--- config.mk ---
export PLATFORM = sky130hd
export DESIGN_NAME = muldiv_sequencer_flat
export DESIGN_NICKNAME = d
export VERILOG_FILES = /design/src/rtl/muldiv_sequencer_if.sv /design/src/rtl/muldiv_sequencer.sv /design/src/flat_wrapper.sv
export SDC_FILE = /design/constraint.sdc
export NUM_CORES = 1
export LEC_CHECK = 0
export ABC_AREA = 1
export BUFFER_PORTS_ARGS = -buffer_cell sky130_fd_sc_hd__buf_2
export CORE_UTILIZATION = 45
export CTS_CLUSTER_DIAMETER = 200
export DETAILED_ROUTE_END_ITERATION = 10
export GPL_TIMING_DRIVEN = 1
export MAX_ROUTING_LAYER = met4
export PLACE_DENSITY = 0.67
export SETUP_SLACK_MARGIN = 0.4
export SLEW_MARGIN = 20
export SYNTH_ARGS = -nofsm -noshare
export SYNTH_HDL_FRONTEND = slang
export SYNTH_SLANG_ARGS = --single-unit
--- constraint.sdc ---
create_clock -name clk -period 4.98 [get_ports clk]
set_clock_uncertainty 0.2 [all_clocks]
set_input_delay 0.498 -clock clk [delete_from_list [all_inputs] [get_ports clk]]
set_output_delay 0.498 -clock clk [all_outputs]
set_load 0.05 [all_outputs]
--- src/rtl/muldiv_sequencer_if.sv ---
// Handshake and result bundle between the execute stage and the iterative multiply/divide unit.
// The execute stage drives the master side, and the sequencer implements the slave side.
interface muldiv_sequencer_if #(
    parameter int WIDTH = 32
) ();
    logic             start;
    logic [1:0]       op;
    logic [WIDTH-1:0] src_a;
    logic [WIDTH-1:0] src_b;
    logic             flush;
    logic             stall_req;
    logic             busy;
    logic             done;
    logic [WIDTH-1:0] hi;
    logic [WIDTH-1:0] lo;

    modport master (
        output start, op, src_a, src_b, flush,
        input  stall_req, busy, done, hi, lo
    );

    modport slave (
        input  start, op, src_a, src_b, flush,
        output stall_req, busy, done, hi, lo
    );
endinterface

--- src/rtl/muldiv_sequencer.sv ---
// Radix-2 iterative MULT/MULTU/DIV/DIVU unit.
// It works on operand magnitudes, applies sign correction once at the end, and then writes HI/LO.
module muldiv_sequencer #(
    parameter int WIDTH = 32
) (
    input logic               clk,
    input logic               reset,
    muldiv_sequencer_if.slave bus
);
    typedef enum logic [1:0] {
        IDLE = 2'd0,
        RUN  = 2'd1,
        FIX  = 2'd2
    } state_e;

    localparam int              CW         = $clog2(WIDTH + 1);
    localparam logic [CW-1:0]   COUNT_INIT = CW'(WIDTH);
    localparam logic [1:0]      OP_MULT    = 2'b00;
    localparam logic [1:0]      OP_DIV     = 2'b10;

    state_e           state_q, state_d;
    logic [CW-1:0]    count_q, count_d;
    logic [WIDTH-1:0] accHi_q, accHi_d;
    logic [WIDTH-1:0] accLo_q, accLo_d;
    logic [WIDTH-1:0] operand_q, operand_d;
    logic [1:0]       op_q, op_d;
    logic             negA_q, negA_d;
    logic             negB_q, negB_d;
    logic             divZero_q, divZero_d;
    logic [WIDTH-1:0] hi_q, hi_d;
    logic [WIDTH-1:0] lo_q, lo_d;
    logic             done_q, done_d;
    logic             busy_q, busy_d;

    logic             signedOp;
    logic             negA, negB;
    logic [WIDTH-1:0] magA, magB;
    logic             divByZero;
    logic [WIDTH:0]   mulSum;
    logic [WIDTH:0]   divShift;
    logic [WIDTH-1:0] divRem;
    logic             noBorrow;
    logic [2*WIDTH-1:0] product;
    logic             signDiff;

    assign signedOp  = ~bus.op[0];
    assign negA      = signedOp & bus.src_a[WIDTH-1];
    assign negB      = signedOp & bus.src_b[WIDTH-1];
    assign magA      = negA ? -bus.src_a : bus.src_a;
    assign magB      = negB ? -bus.src_b : bus.src_b;
    assign divByZero = bus.op[1] & (bus.src_b == '0);

    // The running remainder is always below the divisor.
    // Because of that, the W-bit difference never wraps incorrectly once no borrow is seen.
    assign mulSum    = {1'b0, accHi_q} + {1'b0, operand_q};
    assign divShift  = {accHi_q, accLo_q[WIDTH-1]};
    assign noBorrow  = (divShift >= {1'b0, operand_q});
    assign divRem    = divShift[WIDTH-1:0] - operand_q;
    assign product   = {accHi_q, accLo_q};
    assign signDiff  = negA_q ^ negB_q;

    always_ff @(posedge clk or posedge reset) begin
        if (reset) begin
            state_q   <= IDLE;
            count_q   <= '0;
            accHi_q   <= '0;
            accLo_q   <= '0;
            operand_q <= '0;
            op_q      <= '0;
            negA_q    <= 1'b0;
            negB_q    <= 1'b0;
            divZero_q <= 1'b0;
            hi_q      <= '0;
            lo_q      <= '0;
            done_q    <= 1'b0;
            busy_q    <= 1'b0;
        end else begin
            state_q   <= state_d;
            count_q   <= count_d;
            accHi_q   <= accHi_d;
            accLo_q   <= accLo_d;
            operand_q <= operand_d;
            op_q      <= op_d;
            negA_q    <= negA_d;
            negB_q    <= negB_d;
            divZero_q <= divZero_d;
            hi_q      <= hi_d;
            lo_q      <= lo_d;
            done_q    <= done_d;
            busy_q    <= busy_d;
        end
    end

    always_comb begin
        state_d   = state_q;
        count_d   = count_q;
        accHi_d   = accHi_q;
        accLo_d   = accLo_q;
        operand_d = operand_q;
        op_d      = op_q;
        negA_d    = negA_q;
        negB_d    = negB_q;
        divZero_d = divZero_q;
        hi_d      = hi_q;
        lo_d      = lo_q;
        done_d    = 1'b0;

        case (state_q)
            IDLE: begin
                if (bus.start && !bus.flush) begin
                    op_d   = bus.op;
                    negA_d = negA;
                    negB_d = negB;
                    state_d = RUN;
                    // On a zero divisor, RUN is entered with count already exhausted.
                    // The dividend and all-ones quotient then pass straight through FIX.
                    if (divByZero) begin
                        divZero_d = 1'b1;
                        count_d   = '0;
                        accHi_d   = bus.src_a;
                        accLo_d   = '1;
                        operand_d = '0;
                    end else begin
                        divZero_d = 1'b0;
                        count_d   = COUNT_INIT;
                        accHi_d   = '0;
                        accLo_d   = bus.op[1] ? magA : magB;
                        operand_d = bus.op[1] ? magB : magA;
                    end
                end
            end
            RUN: begin
                if (bus.flush) begin
                    state_d = IDLE;
                end else if (count_q == '0) begin
                    state_d = FIX;
                end else begin
                    count_d = count_q - CW'(1);
                    if (op_q[1]) begin
                        accHi_d = noBorrow ? divRem : divShift[WIDTH-1:0];
                        accLo_d = {accLo_q[WIDTH-2:0], noBorrow};
                    end else if (accLo_q[0]) begin
                        accHi_d = mulSum[WIDTH:1];
                        accLo_d = {mulSum[0], accLo_q[WIDTH-1:1]};
                    end else begin
                        accHi_d = {1'b0, accHi_q[WIDTH-1:1]};
                        accLo_d = {accHi_q[0], accLo_q[WIDTH-1:1]};
                    end
                end
            end
            FIX: begin
                state_d = IDLE;
                if (!bus.flush) begin
                    done_d = 1'b1;
                    if (divZero_q) begin
                        hi_d = accHi_q;
                        lo_d = accLo_q;
                    end else if (!op_q[1]) begin
                        {hi_d, lo_d} = (op_q == OP_MULT && signDiff) ? -product : product;
                    end else begin
                        lo_d = (op_q == OP_DIV && signDiff) ? -accLo_q : accLo_q;
                        hi_d = (op_q == OP_DIV && negA_q)   ? -accHi_q : accHi_q;
                    end
                end
            end
            default: state_d = IDLE;
        endcase

        busy_d = (state_d != IDLE);
    end

    assign bus.stall_req = bus.start | (state_q != IDLE);
    assign bus.busy      = busy_q;
    assign bus.done      = done_q;
    assign bus.hi        = hi_q;
    assign bus.lo        = lo_q;
endmodule
--- src/flat_wrapper.sv ---
// flat-port wrapper written by rule: the top's interface ports become plain ports
module muldiv_sequencer_flat 
#(
    parameter int WIDTH = 32
)
  (clk, reset, bus_start, bus_op, bus_src_a, bus_src_b, bus_flush, bus_stall_req, bus_busy, bus_done, bus_hi, bus_lo);
  muldiv_sequencer_if #(.WIDTH(WIDTH)) bus_i ();
  input logic clk;
  input logic reset;
  input wire logic [$bits(bus_i.start)-1:0] bus_start;
  input wire logic [$bits(bus_i.op)-1:0] bus_op;
  input wire logic [$bits(bus_i.src_a)-1:0] bus_src_a;
  input wire logic [$bits(bus_i.src_b)-1:0] bus_src_b;
  input wire logic [$bits(bus_i.flush)-1:0] bus_flush;
  output wire logic [$bits(bus_i.stall_req)-1:0] bus_stall_req;
  output wire logic [$bits(bus_i.busy)-1:0] bus_busy;
  output wire logic [$bits(bus_i.done)-1:0] bus_done;
  output wire logic [$bits(bus_i.hi)-1:0] bus_hi;
  output wire logic [$bits(bus_i.lo)-1:0] bus_lo;
  assign bus_i.start = bus_start;
  assign bus_i.op = bus_op;
  assign bus_i.src_a = bus_src_a;
  assign bus_i.src_b = bus_src_b;
  assign bus_i.flush = bus_flush;
  assign bus_stall_req = bus_i.stall_req;
  assign bus_busy = bus_i.busy;
  assign bus_done = bus_i.done;
  assign bus_hi = bus_i.hi;
  assign bus_lo = bus_i.lo;
  muldiv_sequencer #(.WIDTH(WIDTH)) u_core (.clk(clk), .reset(reset), .bus(bus_i));
endmodule
==> results.rst, run 1 <==
.. list-table::
   :header-rows: 1

   * - Metric
     - Value
   * - Violation count after the first detailed-route iteration
     - between 2000 and 3000
   * - Number of buffers inserted for hold repair after clock tree synthesis
     - 1
   * - Post-route cell area
     - between 15000 and 20000 sq um
   * - Post-layout nets
     - between 3000 and 4000
   * - Antenna diode instance count
     - 0
   * - Crit-path slowest cell
     - sky130_fd_sc_hd__dfrtp_2
   * - Critical path's largest stage delay
     - slightly above 0.7 ns
   * - DR DRC count
     - 0
   * - Cell at the root of the clock tree
     - sky130_fd_sc_hd__clkbuf_16
   * - Number of maximum-capacitance constraint violations
     - 0
   * - Hold violation total from the final report
     - 0
   * - Routability-driven placement congestion ratio
     - roughly 1.1
   * - Fraction of registers with async set/reset
     - 1.00
   * - Number of rows created at floorplan
     - between 70 and 80
   * - CP Max Fanout
     - 26
   * - Cell with the most instances on the worst path
     - sky130_fd_sc_hd__nand2_1
   * - Maximum number of pins on one net before global-route repair
     - 100
   * - Hold Path Depth
     - 2
   * - Pwr/cell area
     - 617 nW/um^2
   * - Number of register bits inferred by synthesis
     - around 180
   * - Clock Pin Slew Worst Setup and Hold Paths
     - 0.08 ns
   * - Placeable core region
     - 39100 sq um
   * - Synth cell count leaders
     - sky130_fd_sc_hd__nand2_1, sky130_fd_sc_hd__inv_1, sky130_fd_sc_hd__nand3_1, sky130_fd_sc_hd__nor2_1, sky130_fd_sc_hd__a21oi_1
   * - Number of antenna violations at the first check in global routing
     - 0
   * - Number of max-slew violations in the final report
     - 0
   * - Worst setup path start
     - u_core.op_q[1]
   * - Count of buffers added by post-CTS timing repair for setup
     - 0
   * - Dominant cells by area after synthesis
     - sky130_fd_sc_hd__dfrtp_1, sky130_fd_sc_hd__nand2_1, sky130_fd_sc_hd__inv_1, sky130_fd_sc_hd__nand3_1, sky130_fd_sc_hd__a21oi_1
   * - Clock period minus worst slack
     - 3.55 ns
   * - Final cell count without fillers
     - between 3000 and 4000
   * - Number of cells in the design after placement
     - around 3700
   * - Sequential fraction of the synthesis area
     - 0.243
   * - Wire length of the first global-routing pass
     - roughly 110000 um
   * - Antenna Violating Nets Remaining
     - 0
   * - Worst EP arrival
     - 3.71 ns
   * - Die span in y
     - 202 um
   * - Count of clock tree sinks
     - around 180
   * - Crit path max-delay family
     - simple AND/OR/NAND/NOR gates
   * - Number of enable-type register cells in the synthesized netlist
     - 0
   * - Area of the mapped netlist
     - between 15000 and 20000 sq um
   * - Share of layout cells above drive strength 1
     - 0.0712
   * - IO Pins
     - 137
   * - CP cell instances
     - inv_1 > nand2_1 > nand2_1 > nor2_4 > inv_2 > nor2_1 > nand2_1 > nand2_1 > nand2_1 > nand3_1 > nand2_1
   * - Leading area contributor after synthesis
     - sky130_fd_sc_hd__dfrtp_1
   * - Worst IR drop on VDD
     - around 0.27 mV
   * - Top flip-flop cell by instance count after synthesis
     - sky130_fd_sc_hd__dfrtp_1
   * - Achievable clock frequency
     - roughly 280 MHz
   * - Average instance area after synthesis
     - between 5 and 6 sq um
   * - Via count of the first global-routing pass
     - about 19000
   * - Number of CTS-inserted buffers
     - 17
   * - Die width
     - 202 um
   * - DP Wirelength
     - around 60000 um
   * - Netlist cell types
     - 53
   * - Outcome
     - complete, no violations
   * - Critical path launch point type
     - flip-flop
   * - Post-synthesis instance total
     - 3109
   * - Longest Clk Path Bufs
     - 2
   * - Setup-failing EPs final
     - 0
   * - Crit Path Category
     - reg -> reg
   * - GRT overflow
     - 0
   * - R2R cell count
     - 11
   * - Worst path depth
     - 11
   * - Worst hold start
     - bus_flush
   * - Setup repair after global routing missed its margin
     - false
   * - Transition at the pin with the smallest max-transition slack
     - around 1.1 ns
   * - Critical path endpoint category
     - flip-flop
   * - Worst slew margin
     - 0.287
   * - Area Growth Syn to Fin
     - 8.89%
   * - Lkg Pwr
     - around 11 nW
   * - Number of optimization iterations in the first detailed-route pass
     - 6
   * - Buffer and inverter count on the worst path
     - 2
   * - Vias after detailed routing
     - ~21000
   * - Post-DP Area
     - roughly 19000 sq um
   * - Clock tree from TritonCTS
     - done
   * - Final sum of negative setup slack
     - 0 ns
   * - Clk Latency, worst-skew pair
     - about 0.5 ns
   * - Library cell with the highest instance count after synthesis
     - sky130_fd_sc_hd__nand2_1
   * - Number of warnings reported in the yosys synthesis log
     - 0
   * - Post-route clock period utilization
     - 0.712
   * - Initial standard-cell utilization of the core
     - 0.461
   * - Wire per inst
     - approximately 20 um
   * - Required time worst endpoint
     - roughly 5.1 ns
   * - Via/cell ratio
     - around 5.6
   * - Syn nets
     - roughly 3300
   * - # H-tree levels
     - 4
   * - GR Util All Layers
     - 0.378
   * - Proportion of netlist area held by the largest area contributor
     - 0.243
   * - Tightest Hold Check Type
     - in -> reg
   * - Origin of the critical flop-to-flop path
     - u_core.op_q[1]
   * - Area of the die
     - ~41000 sq um
   * - Final routed wirelength across all metal layers
     - approximately 76000 um
   * - Port Buffers
     - approximately 140
   * - Total of cells resized after clock tree synthesis
     - 0
-- layer usage --
layer,global-route usage,share of wire
met4,0.143,0.038
met1,0.543,0.45
met5,-,0
met2,0.524,0.41
met3,0.0647,0.099
-- state kept, by name (all words and copies together) (netlist names) --
signal / cells
u_core.negB_q: 1
u_core.op_q: 2
u_core.bus.lo: 32
u_core.negA_q: 1
u_core.bus.done: 1
u_core.state_q: 2
u_core.bus.busy: 1
u_core.bus.hi: 32
u_core.divZero_q: 1
u_core.accHi_q: 32
u_core.count_q: 6
u_core.accLo_q: 32
u_core.operand_q: 32
-- kinds of logic (layout without fill, tap and decap cells) --
| family | Yosys count | in the layout | synth area share |
|---|---|---|---|
| simple gates | 1767 | 1767 | 0.406 |
| buf+inv | 541 | 618 | 0.116 |
| compound gates | 450 | 450 | 0.134 |
| flops | 175 | 175 | 0.243 |
| xor+xnor | 101 | 101 | 0.0491 |
| fa+ha+maj | 72 | 72 | 0.0508 |
| mux | 3 | 3 | 0.00167 |
-- placed cells by master (no fill, tap or decap), types with 13 or more instances in the layout --
cell type / synthesis / routed
sky130_fd_sc_hd__nor2_1: 250 / 248
sky130_fd_sc_hd__nand3_1: 262 / 262
sky130_fd_sc_hd__xor2_1: 70 / 70
sky130_fd_sc_hd__o31ai_1: 13 / 13
sky130_fd_sc_hd__a21oi_1: 211 / 211
sky130_fd_sc_hd__clkbuf_16: 0 / 17
sky130_fd_sc_hd__o211ai_1: 21 / 21
sky130_fd_sc_hd__nand2_1: 1128 / 1127
sky130_fd_sc_hd__nand4_1: 37 / 37
sky130_fd_sc_hd__xnor2_1: 31 / 31
sky130_fd_sc_hd__nor3_1: 36 / 35
sky130_fd_sc_hd__o21ai_0: 176 / 176
sky130_fd_sc_hd__inv_1: 421 / 420
sky130_fd_sc_hd__buf_2: 14 / 136
sky130_fd_sc_hd__dfrtp_1: 175 / 174
sky130_fd_sc_hd__buf_4: 3 / 18
sky130_fd_sc_hd__ha_1: 70 / 70
-- per-stage QoR --
stage               power (mW)  setup slack [ns]  hold WS, ns   util
floorplan                 8.16              2.04        0.258      -
detailed placement        10.5              1.44        0.261  0.488
global route              13.0              1.24       0.0849  0.502
CTS                       11.9              1.54       0.0451  0.502
finish                    12.1              1.43       0.0569  0.502
global placement          10.5              1.49        0.257  0.488
-- final timing paths --
check	endpoint	slack, ns
max	u_core.bus.hi[23]	1.43
max in group asynchronous	u_core.bus.hi[29]	3.04
min reg2reg	u_core.bus.hi[13]	0.28
max reg2reg	u_core.bus.hi[23]	1.43
min in group asynchronous	u_core.accLo_q[14]	0.49
min	u_core.state_q[1]	0.06
-- area by class of cell --
| class | count | area (sq um) |
|---|---|---|
| Sequential cell | 175 | 4380 |
| Timing Repair Buffer | 156 | 846 |
| Multi-Input combinational cell | 2393 | 11600 |
| Tap cell | 518 | 648 |
| Fill cell | 4291 | 19500 |
| Clock inverter | 13 | 126 |
| Clock buffer | 19 | 433 |
| Inverter | 430 | 1620 |
-- where the power goes --
part | total [mW] | switching (mW) | internal, mW
registers | 2.84 | 0.885 | 1.95
clock network | 1.38 | 0.681 | 0.701
logic | 7.89 | 5.62 | 2.27
Power figures use the tool's default switching activity.
==> run 2: changes to the inputs <==
Settings changed: PLACE_DENSITY 0.67 to 0.65.
Clock period 4.98 ns to 3.44 ns, I/O delays scaled along.
==> results.rst, run 2 (synthesis results as in run 1) <==
.. list-table::
   :header-rows: 1

   * - Metric
     - Value
   * - Final routed wirelength across all metal layers
     - 79300 um (+4.9%)
   * - Via count of the first global-routing pass
     - 19539 (+3.9%)
   * - Crit Path Category
     - reg -> reg
   * - Tightest Hold Check Type
     - in -> reg
   * - DR DRC count
     - 0 (unchanged)
   * - Met1 routing resource usage after global routing
     - 0.574 (+0.0310)
   * - End point of the most critical hold path
     - u_core.op_q[0]
   * - Met2 Resource Use GR
     - 0.565 (+0.0410)
   * - Number of cells in the design after placement
     - 3735 (+1.7%)
   * - IO Pins
     - 137 (unchanged)
   * - Lkg Pwr
     - 11.1 nW (+3.4%)
   * - Hold_ws
     - 0.0200 ns (-0.0369 ns)
   * - Global Route met3 Usage
     - 0.0737 (+0.00903)
   * - Via/cell ratio
     - 5.62 (-0.25%)
   * - Hold violation total from the final report
     - 0 (unchanged)
   * - R2R cell count
     - 13 (+2)
   * - Final sum of negative setup slack
     - 0 ns (unchanged)
   * - DP Wirelength
     - 64700 um (+6.4%)
   * - Post-layout nets
     - 3388 (+2.2%)
   * - Worst EP arrival
     - 3.12 ns (-0.59 ns)
   * - Number of rows created at floorplan
     - 72 (unchanged)
   * - Count of clock tree sinks
     - 175 (unchanged)
   * - Pwr/cell area
     - 899 nW/um^2 (+46%)
   * - Critical path launch point type
     - flip-flop
   * - Number of maximum-capacitance constraint violations
     - 0 (unchanged)
   * - GRT overflow
     - 0 (unchanged)
   * - Clock period minus worst slack
     - 2.95 ns (-0.592 ns)
   * - Port Buffers
     - 136 (unchanged)
   * - Initial standard-cell utilization of the core
     - 0.461 (unchanged)
   * - Post-DP Area
     - 19600 sq um (+2.6%)
   * - Worst IR drop on VDD
     - 0.364 mV (+37%)
   * - Critical path endpoint category
     - flip-flop
   * - Antenna Violating Nets Remaining
     - 0 (unchanged)
   * - Clock tree from TritonCTS
     - done
   * - Area of the die
     - 40900 sq um (unchanged)
   * - Share of layout cells above drive strength 1
     - 0.0988 (+0.0276)
   * - Area Growth Syn to Fin
     - 12.5%
   * - Outcome
     - complete, no violations
   * - Net load switching power
     - 10.8 mW (+50%)
   * - Clock Power Share
     - 0.106 (-0.008)
   * - Number of optimization iterations in the first detailed-route pass
     - 5 (-1)
   * - Cell at the root of the clock tree
     - sky130_fd_sc_hd__clkbuf_16
   * - Crit Reg-Reg Endpoint
     - u_core.accHi_q[20]
   * - Worst setup path start
     - u_core.accHi_q[18]
   * - Worst hold start
     - bus_op[0]
   * - Clock Pin Slew Worst Setup and Hold Paths
     - 0.08 ns (about the same)
   * - Utilization after layout
     - 0.519 (+0.0165)
   * - Top library cells by usage in the layout, fill and taps aside
     - sky130_fd_sc_hd__nand2_1, sky130_fd_sc_hd__inv_1, sky130_fd_sc_hd__nand3_1
   * - Wire per inst
     - 21.0 um (+2.8%)
   * - Hold Path Depth
     - 3 (+1)
   * - Number of antenna violations at the first check in global routing
     - 4 (+4)
   * - Setup repair after global routing missed its margin
     - true
   * - Achievable clock frequency
     - 338 MHz (+20%)
   * - Post-route cell area
     - 20300 sq um (+3.3%)
   * - Transition at the pin with the smallest max-transition slack
     - 1.04 ns (-0.0255 ns)
   * - CP Max Fanout
     - 6 (-77%)
   * - Violation count after the first detailed-route iteration
     - 2608 (+3.0%)
   * - Switching share of power
     - 0.591 (-0.00278)
   * - Vias after detailed routing
     - 21238 (+1.8%)
   * - Final cell count without fillers
     - 3779 (+2.0%)
   * - Worst slew margin
     - 0.304 (+0.0170)
   * - Cell-internal power
     - 7.47 mW (+52%)
   * - # H-tree levels
     - 4 (unchanged)
   * - Post-route clock period utilization
     - 0.859 (+0.147)
   * - Share of total power in sequential cells
     - 0.209 (-0.025)
   * - Setup-failing EPs final
     - 0 (unchanged)
   * - Routability-driven placement congestion ratio
     - 1.04 (-1.2%)
   * - Number of CTS-inserted buffers
     - 17 (unchanged)
   * - Most used routing layer
     - met1
   * - Combinational power share
     - 0.686 (+0.034)
   * - Die span in y
     - 202 um (unchanged)
   * - Number of max-slew violations in the final report
     - 0 (unchanged)
   * - Reg-to-reg slack, setup
     - 0.49 ns (-0.95 ns)
   * - Placeable core region
     - 39100 sq um (unchanged)
   * - Maximum number of pins on one net before global-route repair
     - 93 (-7.0%)
   * - Longest Clk Path Bufs
     - 2 (unchanged)
   * - Clk Latency, worst-skew pair
     - 0.48 ns (about the same)
   * - Wire length of the first global-routing pass
     - 120000 um (+5.6%)
   * - Die width
     - 202 um (unchanged)
   * - Origin of the critical flop-to-flop path
     - u_core.accHi_q[18]
   * - GR Util All Layers
     - 0.401 (+0.0223)
   * - Most common library cell in the layout ignoring fill and taps
     - sky130_fd_sc_hd__nand2_1
   * - Required time worst endpoint
     - 3.61 ns (-1.53 ns)
-- run 2: cell count changes in the layout (fill, tap and decap cells not counted), moves of 3 or more --
cell / previous run / this run
sky130_fd_sc_hd__clkinv_4: 0 / 3
sky130_fd_sc_hd__nand2_1: 1127 / 1124
sky130_fd_sc_hd__buf_4: 18 / 88
sky130_fd_sc_hd__dfrtp_2: 1 / 8
sky130_fd_sc_hd__diode_2: 0 / 3
sky130_fd_sc_hd__nor2_1: 248 / 242
sky130_fd_sc_hd__nor2_2: 6 / 11
sky130_fd_sc_hd__dfrtp_1: 174 / 167
sky130_fd_sc_hd__nand2_2: 5 / 8
-- run 2: layer usage --
metal	routed length (um)	vias up
li1	-	10156
met1	36200	9925
met2	32700	1050
met3	7940	107
met4	2430	0
met5	0	-
-- run 2: worst max path at each step --
| stage | to | slack (ns) |
|---|---|---|
| 2_1_floorplan | u_core.accHi_q[0] | 0.66 |
| 3_3_place_gp | u_core.accLo_q[0] | 0.11 |
| 3_5_place_dp | u_core.accLo_q[0] | 0.12 |
| 4_1_cts | u_core.accHi_q[22] | 0.41 |
| 5_1_grt | u_core.accHi_q[22] | 0.33 |
| 6_report | u_core.accHi_q[20] | 0.49 |
-- run 2: layout make-up --
cell class / count / area (sq um)
fill: 4213 / 18800
multi-input combinational: 2394 / 11700
sequential: 175 / 4390
inverter: 430 / 1620
timing repair buffer: 228 / 1400
tap: 518 / 648
clock buffer: 19 / 443
clock inverter: 12 / 108
antenna: 3 / 7.51
-- run 2: power by group through the flow --
stage	Combinational [mW]	Sequential, mW	Clock (mW)
2_1_floorplan	7.27	4.55	0
3_3_place_gp	11.9	3.74	0
3_5_place_dp	12.0	3.77	0
4_1_cts	12.1	3.74	1.94
5_1_grt	13.6	3.87	2.02
6_report	12.5	3.81	1.93
-- run 2: critical path: stages, from the launching register on --
cell                      delay, ns
sky130_fd_sc_hd__dfrtp_1       0.44
sky130_fd_sc_hd__buf_4         0.21
sky130_fd_sc_hd__ha_1          0.43
sky130_fd_sc_hd__nand2_1       0.17
sky130_fd_sc_hd__nor2_1        0.26
sky130_fd_sc_hd__nand2_1       0.17
sky130_fd_sc_hd__inv_1         0.11
sky130_fd_sc_hd__nand3_1       0.15
sky130_fd_sc_hd__nand4_1       0.13
sky130_fd_sc_hd__nand3_1       0.15
sky130_fd_sc_hd__a21oi_1       0.23
sky130_fd_sc_hd__nand2_1       0.07
sky130_fd_sc_hd__nand2_1       0.06
sky130_fd_sc_hd__nand2_1       0.05
-- run 2: through the flow --
stage / worst slack (ns) / power [mW]
floorplan: 0.657 / 11.8
global placement: 0.107 / 15.7
detailed placement: 0.119 / 15.7
CTS: 0.406 / 17.8
global route: 0.332 / 19.5
finish: 0.486 / 18.2
-- run 2: what timing repair did --
item / CTS / global route
hold endpoints to repair: 15 / 0
setup endpoints to repair: 19 / 39
pin swaps: 2 / 3
buffers inserted: 1 / 6
cloned: 1 / 0
hold buffers: 2 / 0
resized for setup: 5 / 22
